===== config.mk =====
export PLATFORM = sky130hd
export DESIGN_NAME = ntt_stage_scheduler
export DESIGN_NICKNAME = d
export VERILOG_FILES = /design/src/rtl/ntt_stage_scheduler.sv
export SDC_FILE = /design/constraint.sdc
export NUM_CORES = 1
export LEC_CHECK = 0
export BUFFER_PORTS_ARGS = -buffer_cell sky130_fd_sc_hd__buf_2
export CORE_MARGIN = 2
export CORE_UTILIZATION = 42
export DETAILED_ROUTE_END_ITERATION = 10
export SETUP_SLACK_MARGIN = 0.05
export SKIP_CTS_REPAIR_TIMING = 1
export SLEW_MARGIN = 25
export SYNTH_ARGS = -nofsm -noshare
export SYNTH_HDL_FRONTEND = slang
export SYNTH_SLANG_ARGS = --single-unit

===== constraint.sdc =====
create_clock -name clk_100Mhz -period 7 [get_ports clk_100Mhz]
set_input_delay 0.7 -clock clk_100Mhz [delete_from_list [all_inputs] [get_ports clk_100Mhz]]
set_output_delay 0.7 -clock clk_100Mhz [all_outputs]
set_load 0.05 [all_outputs]

===== src/rtl/ntt_stage_scheduler.sv =====
// Address/control sequencer for an N-point forward NTT, one butterfly/cycle.
// Optional macro NTT_SCHED_HOLD_EN adds a 'hold' input that pauses issue.
module ntt_stage_scheduler #(
  parameter int LOG_N  = 8,
  parameter int RD_LAT = 1,
  parameter int BF_LAT = 1
) (
  input  logic             clk_100Mhz,
  input  logic             rst_n,
  input  logic             start,
`ifdef NTT_SCHED_HOLD_EN
  input  logic             hold,
`endif
  output logic             busy,
  output logic             done,
  output logic [3:0]       stage,
  output logic             rd_en,
  output logic [LOG_N-1:0] rd_addr_a,
  output logic [LOG_N-1:0] rd_addr_b,
  output logic [LOG_N-1:0] tw_addr,
  output logic             bf_valid,
  output logic             wr_en,
  output logic [LOG_N-1:0] wr_addr_a,
  output logic [LOG_N-1:0] wr_addr_b
);

  localparam int N    = 1 << LOG_N;
  localparam int NW   = LOG_N + 1;
  localparam int PIPE = RD_LAT + BF_LAT;
  localparam int CW   = $clog2(PIPE + 1) + 1;

  localparam logic [3:0]       LAST_S  = 4'(LOG_N - 1);
  localparam logic [3:0]       LOG_N4  = 4'(LOG_N);
  localparam logic [LOG_N-1:0] LAST_P  = LOG_N'(N / 2 - 1);
  localparam logic [CW-1:0]    DRAIN_N = CW'(PIPE);

  typedef enum logic [1:0] {
    S_IDLE, S_ISSUE, S_DRAIN, S_DONE
  } state_t;

  state_t state_q, state_d;

  logic [3:0]       s_q, s_d;
  logic [LOG_N-1:0] p_q, p_d;
  logic [CW-1:0]    cnt_q, cnt_d;

  logic             rd_en_q, rd_en_d;
  logic [LOG_N-1:0] ra_q, ra_d;
  logic [LOG_N-1:0] rb_q, rb_d;
  logic [LOG_N-1:0] tw_q, tw_d;
  logic             busy_q, busy_d;
  logic             done_q, done_d;

  logic [PIPE-1:0]  vld_q, vld_d;
  logic [LOG_N-1:0] wa_q [PIPE];
  logic [LOG_N-1:0] wa_d [PIPE];
  logic [LOG_N-1:0] wb_q [PIPE];
  logic [LOG_N-1:0] wb_d [PIPE];

  logic             hold_i;
  logic             issue;
  logic [3:0]       iss_s;
  logic [LOG_N-1:0] iss_p;
  logic [LOG_N:0]   len, g, o, a, b, k;

`ifdef NTT_SCHED_HOLD_EN
  assign hold_i = hold;
`else
  assign hold_i = 1'b0;
`endif

  // Next-state: each edge may issue one pair; DRAIN also covers the last-read cycle
  always_comb begin
    state_d = state_q;
    s_d     = s_q;
    p_d     = p_q;
    cnt_d   = cnt_q;
    issue   = 1'b0;
    iss_s   = s_q;
    iss_p   = p_q;
    unique case (state_q)
      S_IDLE: begin
        if (start) begin
          issue   = 1'b1;
          iss_s   = '0;
          iss_p   = '0;
          s_d     = '0;
          p_d     = LOG_N'(1);
          state_d = S_ISSUE;
        end
      end
      S_ISSUE: begin
        if (!hold_i) begin
          issue = 1'b1;
          p_d   = p_q + LOG_N'(1);
          if (p_q == LAST_P) begin
            state_d = S_DRAIN;
            cnt_d   = '0;
          end
        end
      end
      S_DRAIN: begin
        if (cnt_q == DRAIN_N) begin
          if (s_q < LAST_S) begin
            issue   = 1'b1;
            iss_s   = s_q + 4'd1;
            iss_p   = '0;
            s_d     = s_q + 4'd1;
            p_d     = LOG_N'(1);
            state_d = S_ISSUE;
          end else begin
            state_d = S_DONE;
          end
        end else begin
          cnt_d = cnt_q + CW'(1);
        end
      end
      S_DONE: begin
        state_d = S_IDLE;
      end
      default: begin
        state_d = S_IDLE;
      end
    endcase
  end

  // Butterfly addressing for the pair issued this edge
  always_comb begin
    len = NW'(N) >> (iss_s + 4'd1);
    g   = {1'b0, iss_p} >> (LAST_S - iss_s);
    o   = {1'b0, iss_p} & (len - NW'(1));
    a   = (g << (LOG_N4 - iss_s)) + o;
    b   = a + len;
    k   = (NW'(1) << iss_s) + g;
    rd_en_d = issue;
    ra_d    = issue ? a[LOG_N-1:0] : '0;
    rb_d    = issue ? b[LOG_N-1:0] : '0;
    tw_d    = issue ? k[LOG_N-1:0] : '0;
    busy_d  = (state_d == S_ISSUE) || (state_d == S_DRAIN);
    done_d  = (state_d == S_DONE);
  end

  // Delay lines align valid strobes and write addresses with the pipeline
  always_comb begin
    vld_d = {vld_q[PIPE-2:0], rd_en_q};
    wa_d[0] = ra_q;
    wb_d[0] = rb_q;
    for (int i = 1; i < PIPE; i++) begin
      wa_d[i] = wa_q[i-1];
      wb_d[i] = wb_q[i-1];
    end
  end

  // State, counters, registered outputs and delay lines
  always_ff @(posedge clk_100Mhz or negedge rst_n) begin
    if (!rst_n) begin
      state_q <= S_IDLE;
      s_q     <= '0;
      p_q     <= '0;
      cnt_q   <= '0;
      rd_en_q <= 1'b0;
      ra_q    <= '0;
      rb_q    <= '0;
      tw_q    <= '0;
      busy_q  <= 1'b0;
      done_q  <= 1'b0;
      vld_q   <= '0;
      for (int i = 0; i < PIPE; i++) begin
        wa_q[i] <= '0;
        wb_q[i] <= '0;
      end
    end else begin
      state_q <= state_d;
      s_q     <= s_d;
      p_q     <= p_d;
      cnt_q   <= cnt_d;
      rd_en_q <= rd_en_d;
      ra_q    <= ra_d;
      rb_q    <= rb_d;
      tw_q    <= tw_d;
      busy_q  <= busy_d;
      done_q  <= done_d;
      vld_q   <= vld_d;
      for (int i = 0; i < PIPE; i++) begin
        wa_q[i] <= wa_d[i];
        wb_q[i] <= wb_d[i];
      end
    end
  end

  assign busy      = busy_q;
  assign done      = done_q;
  assign stage     = s_q;
  assign rd_en     = rd_en_q;
  assign rd_addr_a = ra_q;
  assign rd_addr_b = rb_q;
  assign tw_addr   = tw_q;
  assign bf_valid  = vld_q[RD_LAT-1];
  assign wr_en     = vld_q[PIPE-1];
  assign wr_addr_a = wa_q[PIPE-1];
  assign wr_addr_b = wb_q[PIPE-1];

endmodule


======== Word-level counts from Yosys, hierarchy flattened ========
Cells that the tools add are included.
word-level totals
  register bits after elaboration ......... 78
  output and inout bits ................... 49
  bits of input ports ..................... 3
cells by class
  equal/unequal tests ..................... 13
  add/sub/neg operators ................... 10
  bitwise logic cells ..................... 1
  shifts and indexed selects .............. 4
  reductions and logical operators ........ 6
  order comparisons ....................... 1
  muxes and demuxes ....................... 27
operator list
  cell                                                                          number
  8-bit 2-to-1 mux                                                              9
  8-bit adder                                                                   3
  8-bit case mux with 3 select lines                                            1
  8-bit case mux with 2 select lines                                            1
  4-bit 2-to-1 mux                                                              3
  2-bit != test, second input constant                                          5
  9-bit by 4-bit left shift with 8-bit output                                   1
  8-bit by 4-bit right shift with 9-bit output                                  1
  9-bit by 4-bit right shift with 8-bit output, first input constant            1
  4-bit by 1-bit adder with 4-bit output, second input constant                 2
  8-bit by 1-bit adder with 8-bit output, second input constant                 1
  8-bit bitwise AND                                                             1
  2-bit == test, second input constant                                          4
  8-bit by 7-bit == test with 1-bit output, second input constant               1
  2-bit 2-to-1 mux                                                              4
  2-bit case mux with 4 select lines                                            1
  4-bit case mux with 2 select lines                                            1
  1-bit by 4-bit left shift with 8-bit output, first input constant             1
  8-bit by 1-bit subtractor with 8-bit output, second input constant            1
  3-bit 2-to-1 mux                                                              2
  3-bit case mux with 2 select lines                                            1
  2-bit by 1-bit == test with 1-bit output, second input constant               2
  4-bit by 3-bit less-than comparator with 1-bit output, second input constant  1
  4-bit AND reduction                                                           1
  other kinds (11)                                                              13

======== Longest topological paths before layout ========
Gate-level depths: netlist of the first run.
  depth after elaboration ................. 11
  depth in mapped cells ................... 29
  depth with buffers taken out ............ 27

======== Worst setup path after synthesis of the first run ========
No wires, ideal clock.
  path type ............................... reg-to-reg
  start point ............................. reg s_q[1], in the netlist stage[1]
  end point ............................... reg rb_q[7], in the netlist rd_addr_b[7]
  path buffers ............................ 0
  period minus slack after synthesis ...... 5371 ps
  data arrival time ....................... 5299 ps
  path slack .............................. 1629 ps
  stages on the path, launching flop included .. 25
  cell sequence ........................... dfrtp_1 -> ha_1 -> nand2_1 -> and3_4 -> a221o_4 -> ha_1 -> ha_1 -> nor2b_1 -> o311ai_1 -> o21ai_1 -> nor2_1 -> and3_1 -> inv_1 -> fa_1 -> inv_1 -> ha_1 -> a21o_1 -> a21oi_1 -> o21ai_0 -> o21ai_0 -> nand2b_1 -> a21oi_1 -> xnor2_1 -> xnor3_1 -> nor2_1
on the way
  longest elaborated chain between the ends .. 11
  elaborated cells between the ends (all ways) .. 23
  classes of those cells .................. add/sub (7); order compare (1); shift (3); mux (11); bitwise (1)
ends and longest elaborated chain
  element                                                                                                                 line      RTL
  start: declaration                                                                                                      43        logic [3:0] s_q, s_d;
  start signal: assignment                                                                                                158       s_q <= '0;
  start signal: assignment                                                                                                174       s_q <= s_d;
  4-bit by 1-bit adder with 4-bit output / 4-bit by 3-bit less-than comparator with 1-bit output (equally long branches)  106, 104
  4-bit 2-to-1 mux (2 in a row)                                                                                           -
  4-bit case mux with 2 select lines (*)                                                                                  -
  via iss_s[1]                                                                                                            62        logic [3:0] iss_s;
  4-bit by 1-bit adder with 4-bit output                                                                                  129       len = NW'(N) >> (iss_s + 4'd1);
  9-bit by 4-bit right shift with 8-bit output                                                                            129
  8-bit by 1-bit subtractor with 8-bit output                                                                             131       o = {1'b0, iss_p} & (len - NW'(1));
  8-bit bitwise AND                                                                                                       131
  8-bit adder                                                                                                             132       a = (g << (LOG_N4 - iss_s)) + o;
  8-bit adder (*)                                                                                                         133       b = a + len;
  8-bit 2-to-1 mux (*)                                                                                                    137       rb_d = issue ? b[LOG_N-1:0] : '0;
  via rb_d[7]                                                                                                             49        logic [LOG_N-1:0] rb_q, rb_d;
  end signal: assignment                                                                                                  179       rb_q <= rb_d;
  end: declaration                                                                                                        49
The timed path passes the listed nets; every way through them passes the cells marked *.
A chain may end at the register's enable or synchronous reset.

======== Worst setup path in the final report of the first run ========
  start point ............................. reg state_q[0]
  end point ............................... reg rb_q[7], in the netlist rd_addr_b[7]
on the way
  longest elaborated chain between the ends .. 9
  elaborated cells between the ends (all ways) .. 17
  classes of those cells .................. add/sub (6); eq/ne (2); shift (3); mux (4); bitwise (1); reduce/logical (1)
ends and longest elaborated chain
  element                                                    line  RTL
  start: declaration                                         41    state_t state_q, state_d;
  start signal: assignment                                   173   state_q <= state_d;
  2-bit == test / 2-bit logical NOT (equally long branches)  81    unique case (state_q)
  4-bit case mux with 2 select lines                         -
  4-bit by 1-bit adder with 4-bit output                     129
  9-bit by 4-bit right shift with 8-bit output               129
  8-bit by 1-bit subtractor with 8-bit output                131
  8-bit bitwise AND                                          131
  8-bit adder                                                132
  8-bit adder                                                133
  8-bit 2-to-1 mux (*)                                       137
  via rb_d[7]                                                49
Marked as above.

==> results of run 1 <==
==> kinds of logic (layout without fill, tap and decap cells) <==
logic type / Yosys count / after routing / synth area share (%)
AND/OR/NAND/NOR: 161 / 161 / 17.79
AO/OA/AOI/OAI: 107 / 107 / 15.92
flip-flops: 78 / 78 / 41.12
buffers and inverters: 63 / 96 / 7.090
adder cells (fa/ha/maj): 41 / 41 / 11.28
XOR/XNOR: 23 / 23 / 4.533
multiplexers: 10 / 10 / 2.267
==> cell usage after synthesis, types with 4 or more instances <==
library cell / count / area, um^2
nor3b_1: 4 / 30.03
nand2_1: 39 / 146.4
a211oi_1: 4 / 30.03
nor2b_1: 10 / 62.56
a21oi_1: 25 / 125.1
dfrtp_1: 78 / 1952
a21o_1: 12 / 90.09
a22o_1: 6 / 52.55
ha_1: 38 / 475.5
o21bai_1: 5 / 37.54
xnor2_1: 16 / 140.1
xor2_1: 6 / 52.55
a31oi_1: 5 / 31.28
and3_1: 12 / 75.07
nor2_1: 36 / 135.1
clkbuf_1: 10 / 37.54
nor3_1: 14 / 70.07
and2_1: 18 / 112.6
mux2i_1: 7 / 70.07
inv_1: 26 / 97.59
nand3_1: 4 / 20.02
nand3b_1: 4 / 30.03
buf_4: 18 / 135.1
o21ai_0: 19 / 95.09
nand2b_1: 4 / 25.02
==> power groups by stage <==
stage | combinational, uW | clock, uW | sequential [uW]
floorplan | 274 | 0 | 684
global placement | 452 | 0 | 583
detailed placement | 457 | 0 | 585
CTS | 458 | 524 | 578
global route | 494 | 544 | 590
finish | 453 | 512 | 577
==> area by class of cell <==
class | count | area, um^2
well taps | 140 | 175.2
fillers | 1079 | 5644
flip-flops and latches | 78 | 1952
clock inverters | 6 | 93.84
multi-input cells | 342 | 2459
clock buffers | 10 | 239.0
inverters | 29 | 111.4
repair buffers | 51 | 261.5
==> sequential cells by signal, summed over array words and instances (netlist names), 3 cells and up <==
name / flops
cnt_q: 3
p_q: 8
rd_addr_a: 8
rd_addr_b: 8
stage: 4
tw_addr: 8
wa_d: 8
wb_d: 8
wr_addr_a: 8
wr_addr_b: 8
==> final timing paths <==
| kind | from | to | slack (ns) |
|---|---|---|---|
| hold / removal | wb_d[2] | wr_addr_b[2] | 0.35 |
| max in group asynchronous | rst_n | wr_addr_a[6] | 6.14 |
| setup / recovery | state_q[0] | rd_addr_b[7] | 0.82 |
| min in group asynchronous | rst_n | wr_addr_a[0] | 0.39 |
| hold reg to reg | wb_d[2] | wr_addr_b[2] | 0.35 |
| setup reg to reg | state_q[0] | rd_addr_b[7] | 0.82 |
==> stage by stage <==
stage                     instances  setup slack (ns)
after global placement          640             1.080
after CTS                       656            0.8450
final                           656            0.8159
after floorplan                 483             1.629
after global routing            656           0.06958
after detailed placement        640            0.9025
==> critical path: cells and delay by family, from the launching register on <==
kind                       cells  cell delay, ns
buffers and inverters          1            0.11
and+or+nand+nor                8            1.31
adders and majority gates      5            1.91
AOI/OAI and AO/OA              7            1.35
xor gates and xnor gates       4            0.73
DFF                            1            0.44
muxes                          1            0.25
==> layer usage <==
layer,vias up,wire length [um]
li1,1732,-
met1,1723,4663
met2,67,4784
met3,15,298
met4,0,211
met5,-,0
==> layout by cell type, fill, tap and decap left out, types with 5 or more instances in the layout <==
cell type / count
mux2i_1: 7
xnor2_1: 16
o21bai_1: 5
nor3_1: 14
nor2b_1: 10
a31oi_1: 5
and3_1: 12
xor2_1: 6
o21ai_0: 19
nand2_1: 39
nor2_1: 36
clkbuf_16: 9
dfrtp_1: 78
inv_1: 26
buf_2: 50
a22o_1: 6
a21oi_1: 25
a21o_1: 12
ha_1: 38
and2_1: 18
==> flow_summary.json, run 1 <==
{
  "ioPinCount": 52,
  "crit_arrival_ns": 6.45,
  "grt-busiest-layer": "met2",
  "min_period_ns": 6.184,
  "clock_skew_ns": 0.007313,
  "worst_path_most_repeated_cell": "ha_1",
  "synthFlopType": "dfrtp_1",
  "synth_area_um2": 4747,
  "yosysUniqueCellTypes": 68,
  "setup_viol": 0,
  "place.gp.congestion": 0.8533,
  "power_frac_seq_pct": 37.4,
  "ys_seq_area_share_pct": 41.12,
  "clk_pin_slew_worst_paths_ns": 0.06,
  "rsz0062_at_grt": "false",
  "hold_viol": 0,
  "antenna_found_initial": 0,
  "grt_max_degree": 79,
  "worst_slew_pin_slew_ns": 0.9783,
  "finalWirelength_mm": 9.958,
  "switchingPower_uw": 574.6,
  "die_x_um": 110.3,
  "cts-htree-levels": 3,
  "hold_slack_ns": 0.3453,
  "ys_warn_count": 0,
  "die-area_um2": 12170,
  "fin_crit_sh_pct": 88.35,
  "cellInternalPower_uw": 967.0,
  "drc_errors": 0,
  "final_max_slew_viol_count": 0,
  "async_flop_share_pct": 100.0,
  "powerDensity_nw_per_um2": 291.3,
  "hp-class": "reg2reg",
  "clock_sinks": 78,
  "final_antenna_net_count": 0,
  "peakVddDrop_uv": 222.4,
  "p_sw_share_pct": 37.27,
  "num_rows": 38,
  "synth_edf_count": 0,
  "use_met3_pct": 2.410,
  "gr-total-overflow": 0,
  "fin_util_pct": 48.39,
  "clk_latency_ns": 0.34,
  "slowest_delay_ns": 0.53,
  "cellLeakagePower_uw": 0.002787,
  "startpoint_type": "flip-flop",
  "area_growth_pct": 11.47,
  "setup_tns_ns": 0,
  "fin_nets": 555,
  "p_total_uw": 1542,
  "cp-end-kind": "flip-flop",
  "rr_worst_depth": 26,
  "syn_avg_cell_area_um2": 9.828,
  "vias_per_cell": 5.392,
  "grt_usage_pct": 18.20,
  "synthCells": 483,
  "post-dp-hpwl_mm": 7.417,
  "start_util_pct": 43.41,
  "slowest_stage": "ha_1",
  "cts_max_path_buffers": 2,
  "num_antenna_cells": 0,
  "status": "completed",
  "gr-usage-met2_pct": 29.97,
  "root_buffer": "clkbuf_16",
  "power_frac_clock_pct": 33.2,
  "first_pass_iters": 4,
  "whs_path_depth": 0,
  "criticalPathCategory": "reg2reg",
  "num_vias": 3537,
  "syn-num-nets": 527,
  "cts_buffers": 9,
  "max_slew_margin_pct": 33.09,
  "die_h_um": 110.3,
  "cp_max_fo": 20,
  "final_area_um2": 5291,
  "clock.fmax_mhz": 161.7,
  "core_area_um2": 10940,
  "drt_iter0_drc": 209,
  "power.share.combinational_pct": 29.4,
  "critPathRequiredTime_ns": 7.27,
  "grt.met1_usage_pct": 23.78,
  "drive_gt1_share_pct": 17.64,
  "cts_tree": "done",
  "port_buffers": 51,
  "grt_pass1_vias": 3402,
  "ys_ff_latch": 78,
  "grt_pass1_wl_mm": 16.88,
  "drv_cap": 0,
  "wire_per_inst_um": 15.18,
  "placed_cell_area_um2": 4955
}
Power figures use the tool's default switching activity.
==> run 2, diff against run 1 <==
ABC_AREA = 1   (was unset)
CORE_UTILIZATION = 59   (was 42)
PLACE_DENSITY = 0.8   (was unset)
==> flow_summary.json, run 2 <==
{
  "status": "completed",
  "async_flop_share_pct": 100.0,
  "criticalPathCategory": "reg2reg",
  "startpoint_type": "flip-flop",
  "p_sw_share_pct": 43.07,
  "root_buffer": "clkbuf_8",
  "fin_nets": 652,
  "cts_max_path_buffers": 2,
  "ys_warn_count": 0,
  "cts_tree": "done",
  "clk_pin_slew_worst_paths_ns": 0.10,
  "clock_skew_ns": 0.01887,
  "clock.fmax_mhz": 176.9,
  "drv_cap": 0,
  "critPathRequiredTime_ns": 7.24,
  "synth-simple-area-share_pct": 25.12,
  "cellLeakagePower_uw": 0.002956,
  "timing.rr.start": "state_q[0]",
  "ys_seq_area_share_pct": 42.31,
  "num_rows": 32,
  "finalWirelength_mm": 9.516,
  "synth_common_cells": "nand2_1 (119), inv_1 (84), dfrtp_1 (78)",
  "hold_slack_ns": 0.3453,
  "fillers": 637,
  "drc_errors": 0,
  "crit_buf_inv": 7,
  "grt_pass1_vias": 3556,
  "die-area_um2": 8542,
  "cp_top_family": "adder cells",
  "vias_per_cell": 5.229,
  "slowest_stage": "dfrtp_1",
  "rsz0062_at_grt": "false",
  "cts-htree-levels": 3,
  "drive_gt1_share_pct": 15.82,
  "final_common_cell": "nand2_1",
  "synthCells": 568,
  "synthFlopType": "dfrtp_1",
  "wire_per_inst_um": 13.31,
  "syn-num-nets": 612,
  "grt_max_degree": 79,
  "powerDensity_nw_per_um2": 269.4,
  "hp-class": "in2async",
  "drt_iter0_drc": 180,
  "synthTopCellsByArea": "dfrtp_1 (42%), ha_1 (10%), nand2_1 (9.7%)",
  "clock_sinks": 78,
  "rr_worst_depth": 33,
  "slowest_delay_ns": 0.44,
  "r2r_slack_ns": 1.35,
  "final_area_um2": 5045,
  "num_vias": 3739,
  "setup_viol": 0,
  "antenna_found_initial": 0,
  "synth-xor-area-share_pct": 2.088,
  "peakVddDrop_uv": 208.7,
  "synthAdderAreaFrac_pct": 11.61,
  "power_frac_clock_pct": 24.5,
  "switchingPower_uw": 585.4,
  "max_slew_margin_pct": 55.19,
  "worst_slew_pin_slew_ns": 0.6722,
  "synth_area_um2": 4613,
  "gr-total-overflow": 0,
  "power_frac_seq_pct": 42.1,
  "start_util_pct": 60.32,
  "place.gp.congestion": 0.8659,
  "num_antenna_cells": 0,
  "min_period_ns": 5.653,
  "area_growth_pct": 9.357,
  "power.share.combinational_pct": 33.4,
  "hold_viol": 0,
  "port_buffers": 51,
  "ys_ff_latch": 78,
  "syn_avg_cell_area_um2": 8.122,
  "muxShareOfSynthArea_pct": 0,
  "final_max_slew_viol_count": 0,
  "synth_top_family_by_area": "simple AND/OR/NAND/NOR gates",
  "post-dp-hpwl_mm": 7.256,
  "layout_common_cells": "nand2_1 (119), inv_1 (84), dfrtp_1 (78)",
  "yosysUniqueCellTypes": 37,
  "synth-compound-area-share_pct": 7.865,
  "final_antenna_net_count": 0,
  "cts_buffers": 9,
  "synth_edf_count": 0,
  "synth_top_area_share_pct": 42.31,
  "die_h_um": 92.43,
  "setup_tns_ns": 0,
  "die_x_um": 92.43,
  "crit_arrival_ns": 5.89,
  "ioPinCount": 52,
  "placed_cell_area_um2": 4843,
  "fin_crit_sh_pct": 80.76,
  "grt_pass1_wl_mm": 16.11,
  "synth_most_common_cell": "nand2_1",
  "grt_usage_pct": 23.79,
  "cp-end-kind": "flip-flop",
  "timing.rr.end": "rd_addr_b[7]",
  "clk_latency_ns": 0.36,
  "cellInternalPower_uw": 773.7,
  "core_area_um2": 7647,
  "cp_max_fo": 16,
  "yosysTopAreaCell": "dfrtp_1",
  "worst_path_most_repeated_cell": "nor2_1",
  "first_pass_iters": 5
}
## run 2: cell count changes in the layout (fill, tap and decap cells not counted), moves of 15 or more
| cell | before | now |
|---|---|---|
| nand3_1 | 4 | 38 |
| and2_1 | 18 | 3 |
| xnor2_1 | 16 | 0 |
| nor2_1 | 36 | 67 |
| inv_1 | 26 | 84 |
| nand2_1 | 39 | 119 |
## run 2: layout make-up
cell class / instances / area, um^2 / area share (%)
flip-flops and latches: 78 / 1952 / 38.69
repair buffers: 52 / 269.0 / 5.332
clock buffers: 9 / 123.9 / 2.455
clock inverters: 7 / 73.82 / 1.463
multi-input cells: 377 / 2153 / 42.68
inverters: 90 / 345.3 / 6.845
well taps: 102 / 127.6 / 2.530
## run 2: per-layer routing
metal  wire length, um  vias to the layer above  GRT usage (%)
met3               411                       13          4.068
li1                  -                     1860              -
met1              4355                     1756          31.18
met2              4629                      110          41.06
met5                 0                        -              0
met4               120                        0          5.970
## run 2: how the worst max path moves through the flow
stage                         to  cells past startpoint  slack, ns        from
finish              rd_addr_b[7]                     33       1.35  state_q[0]
global route        rd_addr_b[7]                     33       0.81  state_q[0]
CTS                 rd_addr_b[7]                     36       1.45  state_q[0]
detailed placement  rd_addr_b[7]                     36       1.52  state_q[0]
global placement    rd_addr_b[7]                     36       1.75  state_q[0]
floorplan           rd_addr_b[7]                     38       1.81    stage[0]
## run 2: cells by family (layout without fill, tap and decap cells)
group	after synthesis	count (layout)
xor gates and xnor gates	11	11
adders and majority gates	41	41
buffers and inverters	113	158
DFF	78	78
AOI/OAI and AO/OA	66	66
and+or+nand+nor	259	259
## run 2: power groups by stage
stage,clock (uW),combinational (uW),sequential [uW]
floorplan,0,251,690
global placement,0,441,577
finish,333,454,572
detailed placement,0,453,583
CTS,341,454,574
global route,360,495,581
## run 2: metrics by stage
step / instances / utilization [%] / worst slack [ns] / power [uW]
finish: 715 / 65.97 / 1.347 / 1359
global route: 715 / 65.97 / 0.8104 / 1435
detailed placement: 699 / 63.33 / 1.520 / 1035
CTS: 715 / 65.92 / 1.449 / 1369
floorplan: 568 / - / 1.813 / 941.7
global placement: 699 / 63.33 / 1.753 / 1018
==> run 3, diff against run 2 <==
CORE_UTILIZATION = 53   (was 59)
PLACE_DENSITY = 0.76   (was 0.8)
clock period = 4.55 ns   (was 7 ns; I/O delays follow)
==> flow_summary.json, run 3 (same netlist as run 2, synthesis figures left out) <==
{
  "power_frac_clock_pct": 24.2,
  "power_frac_seq_pct": 38.6,
  "timing.rr.start": "state_q[1]",
  "violations": "negative setup slack",
  "cellLeakagePower_uw": 0.003434,
  "num_rows": 34,
  "hold_viol": 0,
  "drive_gt1_share_pct": 38.56,
  "cts-htree-levels": 3,
  "gr-usage-met2_pct": 41.45,
  "final_antenna_net_count": 0,
  "rr_worst_depth": 35,
  "cts_buffers": 9,
  "wire_per_inst_um": 14.44,
  "clock_sinks": 78,
  "die-area_um2": 9466,
  "status": "finished with violations",
  "grt.met1_usage_pct": 28.46,
  "port_buffers": 51,
  "clock.fmax_mhz": 206.4,
  "cts_tree": "done",
  "worst_path_most_repeated_cell": "nor2_1",
  "die_x_um": 97.30,
  "p_sw_share_pct": 41.67,
  "min_period_ns": 4.845,
  "fillers": 642,
  "drc_errors": 0,
  "die_h_um": 97.30,
  "cp_max_fo": 6,
  "critPathRequiredTime_ns": 4.80,
  "first_pass_iters": 5,
  "antenna_found_initial": 0,
  "fin_nets": 747,
  "fin_crit_sh_pct": 106.5,
  "peakVddDrop_uv": 203.0,
  "dpl.cell_count": 785,
  "grt_pass1_wl_mm": 18.30,
  "setup_viol": 2,
  "ioPinCount": 52,
  "cts_max_path_buffers": 2,
  "grt-busiest-layer": "met2",
  "root_buffer": "clkbuf_8",
  "crit_arrival_ns": 5.09,
  "startpoint_type": "flip-flop",
  "timing.rr.end": "rd_addr_b[7]",
  "num_antenna_cells": 0,
  "switchingPower_uw": 945.0,
  "crit_start": "state_q[1]",
  "core_area_um2": 8593,
  "drt_iter0_drc": 240,
  "final_max_slew_viol_count": 0,
  "grt_max_degree": 79,
  "hp-class": "in2async",
  "final_common_cell": "nand2_1",
  "vias_per_cell": 5.197,
  "start_util_pct": 53.68,
  "slowest_stage": "fa_2",
  "clk_pin_slew_worst_paths_ns": 0.10,
  "setup_tns_ns": -0.3028,
  "clock_skew_ns": 0.01498,
  "final_cells": 816,
  "cellInternalPower_uw": 1323,
  "use_met3_pct": 4.820,
  "place.gp.congestion": 0.9146,
  "clk_latency_ns": 0.36,
  "drv_cap": 0,
  "finalWirelength_mm": 11.79,
  "powerDensity_nw_per_um2": 366.1,
  "max_slew_margin_pct": 55.37,
  "post-dp-hpwl_mm": 8.220,
  "slowest_delay_ns": 0.43,
  "num_vias": 4241,
  "area_growth_pct": 34.28,
  "gr-total-overflow": 0,
  "criticalPathCategory": "reg2reg",
  "layout_common_cells": "nand2_1 (101), buf_4 (91), dfrtp_1 (76)",
  "power.share.combinational_pct": 37.3,
  "worst_slew_pin_slew_ns": 0.6694,
  "grt_usage_pct": 23.50,
  "r2r_slack_ns": -0.30,
  "cp-end-kind": "flip-flop",
  "rsz0062_at_grt": "true",
  "grt_pass1_vias": 4145,
  "fin_ws_ns": -0.2951
}
run 3: cell types whose count changed in the layout (fill, tap and decap cells not counted), sizes merged:
cell      delta
clkinvlp     +1
clkinv       -1
buf         +95
inv          -1
bufinv       +1
run 3: power by group through the flow:
| stage | clock [uW] | combinational (uW) | sequential, uW |
|---|---|---|---|
| 4_1_cts | 561 | 780 | 875 |
| 2_1_floorplan | 0 | 390 | 1060 |
| 3_5_place_dp | 0 | 777 | 889 |
| 3_3_place_gp | 0 | 755 | 883 |
| 5_1_grt | 596 | 899 | 891 |
| 6_report | 548 | 846 | 875 |
run 3: how the worst max path moves through the flow:
stage	endpoint	slack, ns	depth (start not counted)
after floorplan	rd_addr_b[7]	-0.16	36
after global routing	rd_addr_b[7]	-0.60	37
after detailed placement	rd_addr_b[7]	-0.35	34
after CTS	rd_addr_b[7]	-0.41	34
after global placement	rd_addr_b[7]	-0.18	33
final	rd_addr_b[7]	-0.30	35
run 3: cell type report:
cell class / count / area (um^2) / area share (%)
Clock buffer: 9 / 123.9 / 2.000
Clock inverter: 7 / 80.08 / 1.293
Inverter: 90 / 347.8 / 5.615
Multi-Input combinational cell: 377 / 2544 / 41.06
Sequential cell: 78 / 1954 / 31.55
Tap cell: 108 / 135.1 / 2.181
Timing Repair Buffer: 147 / 1010 / 16.30
run 3: routing by layer:
metal	vias up	part of all wire (%)	wire (um)
met3	30	4.3	507
met4	0	2.5	299
met2	126	52	6132
li1	2057	-	-
met1	2028	41	4846
met5	-	0	0
run 3: stage by stage:
stage | instance area, um^2 | util [%] | hold WS [ns] | setup slack, ns | total power (uW)
after floorplan | 4725 | - | 0.1594 | -0.1602 | 1452
after global routing | 6195 | 72.09 | 0.1737 | -0.6027 | 2386
after global placement | 5568 | 64.79 | 0.3314 | -0.1758 | 1639
after CTS | 5772 | 67.17 | 0.2639 | -0.4092 | 2216
final | 6195 | 72.09 | 0.1119 | -0.2951 | 2268
after detailed placement | 5568 | 64.79 | 0.3347 | -0.3524 | 1665
run 3: critical path, delay by kind of cell, from the launching register on:
| family | cells | cell delay, ns |
|---|---|---|
| XOR/XNOR | 1 | 0.20 |
| flip-flops | 1 | 0.41 |
| adder cells (fa/ha/maj) | 5 | 1.39 |
| buffers and inverters | 7 | 0.51 |
| AO/OA/AOI/OAI | 4 | 0.55 |
| AND/OR/NAND/NOR | 18 | 1.63 |
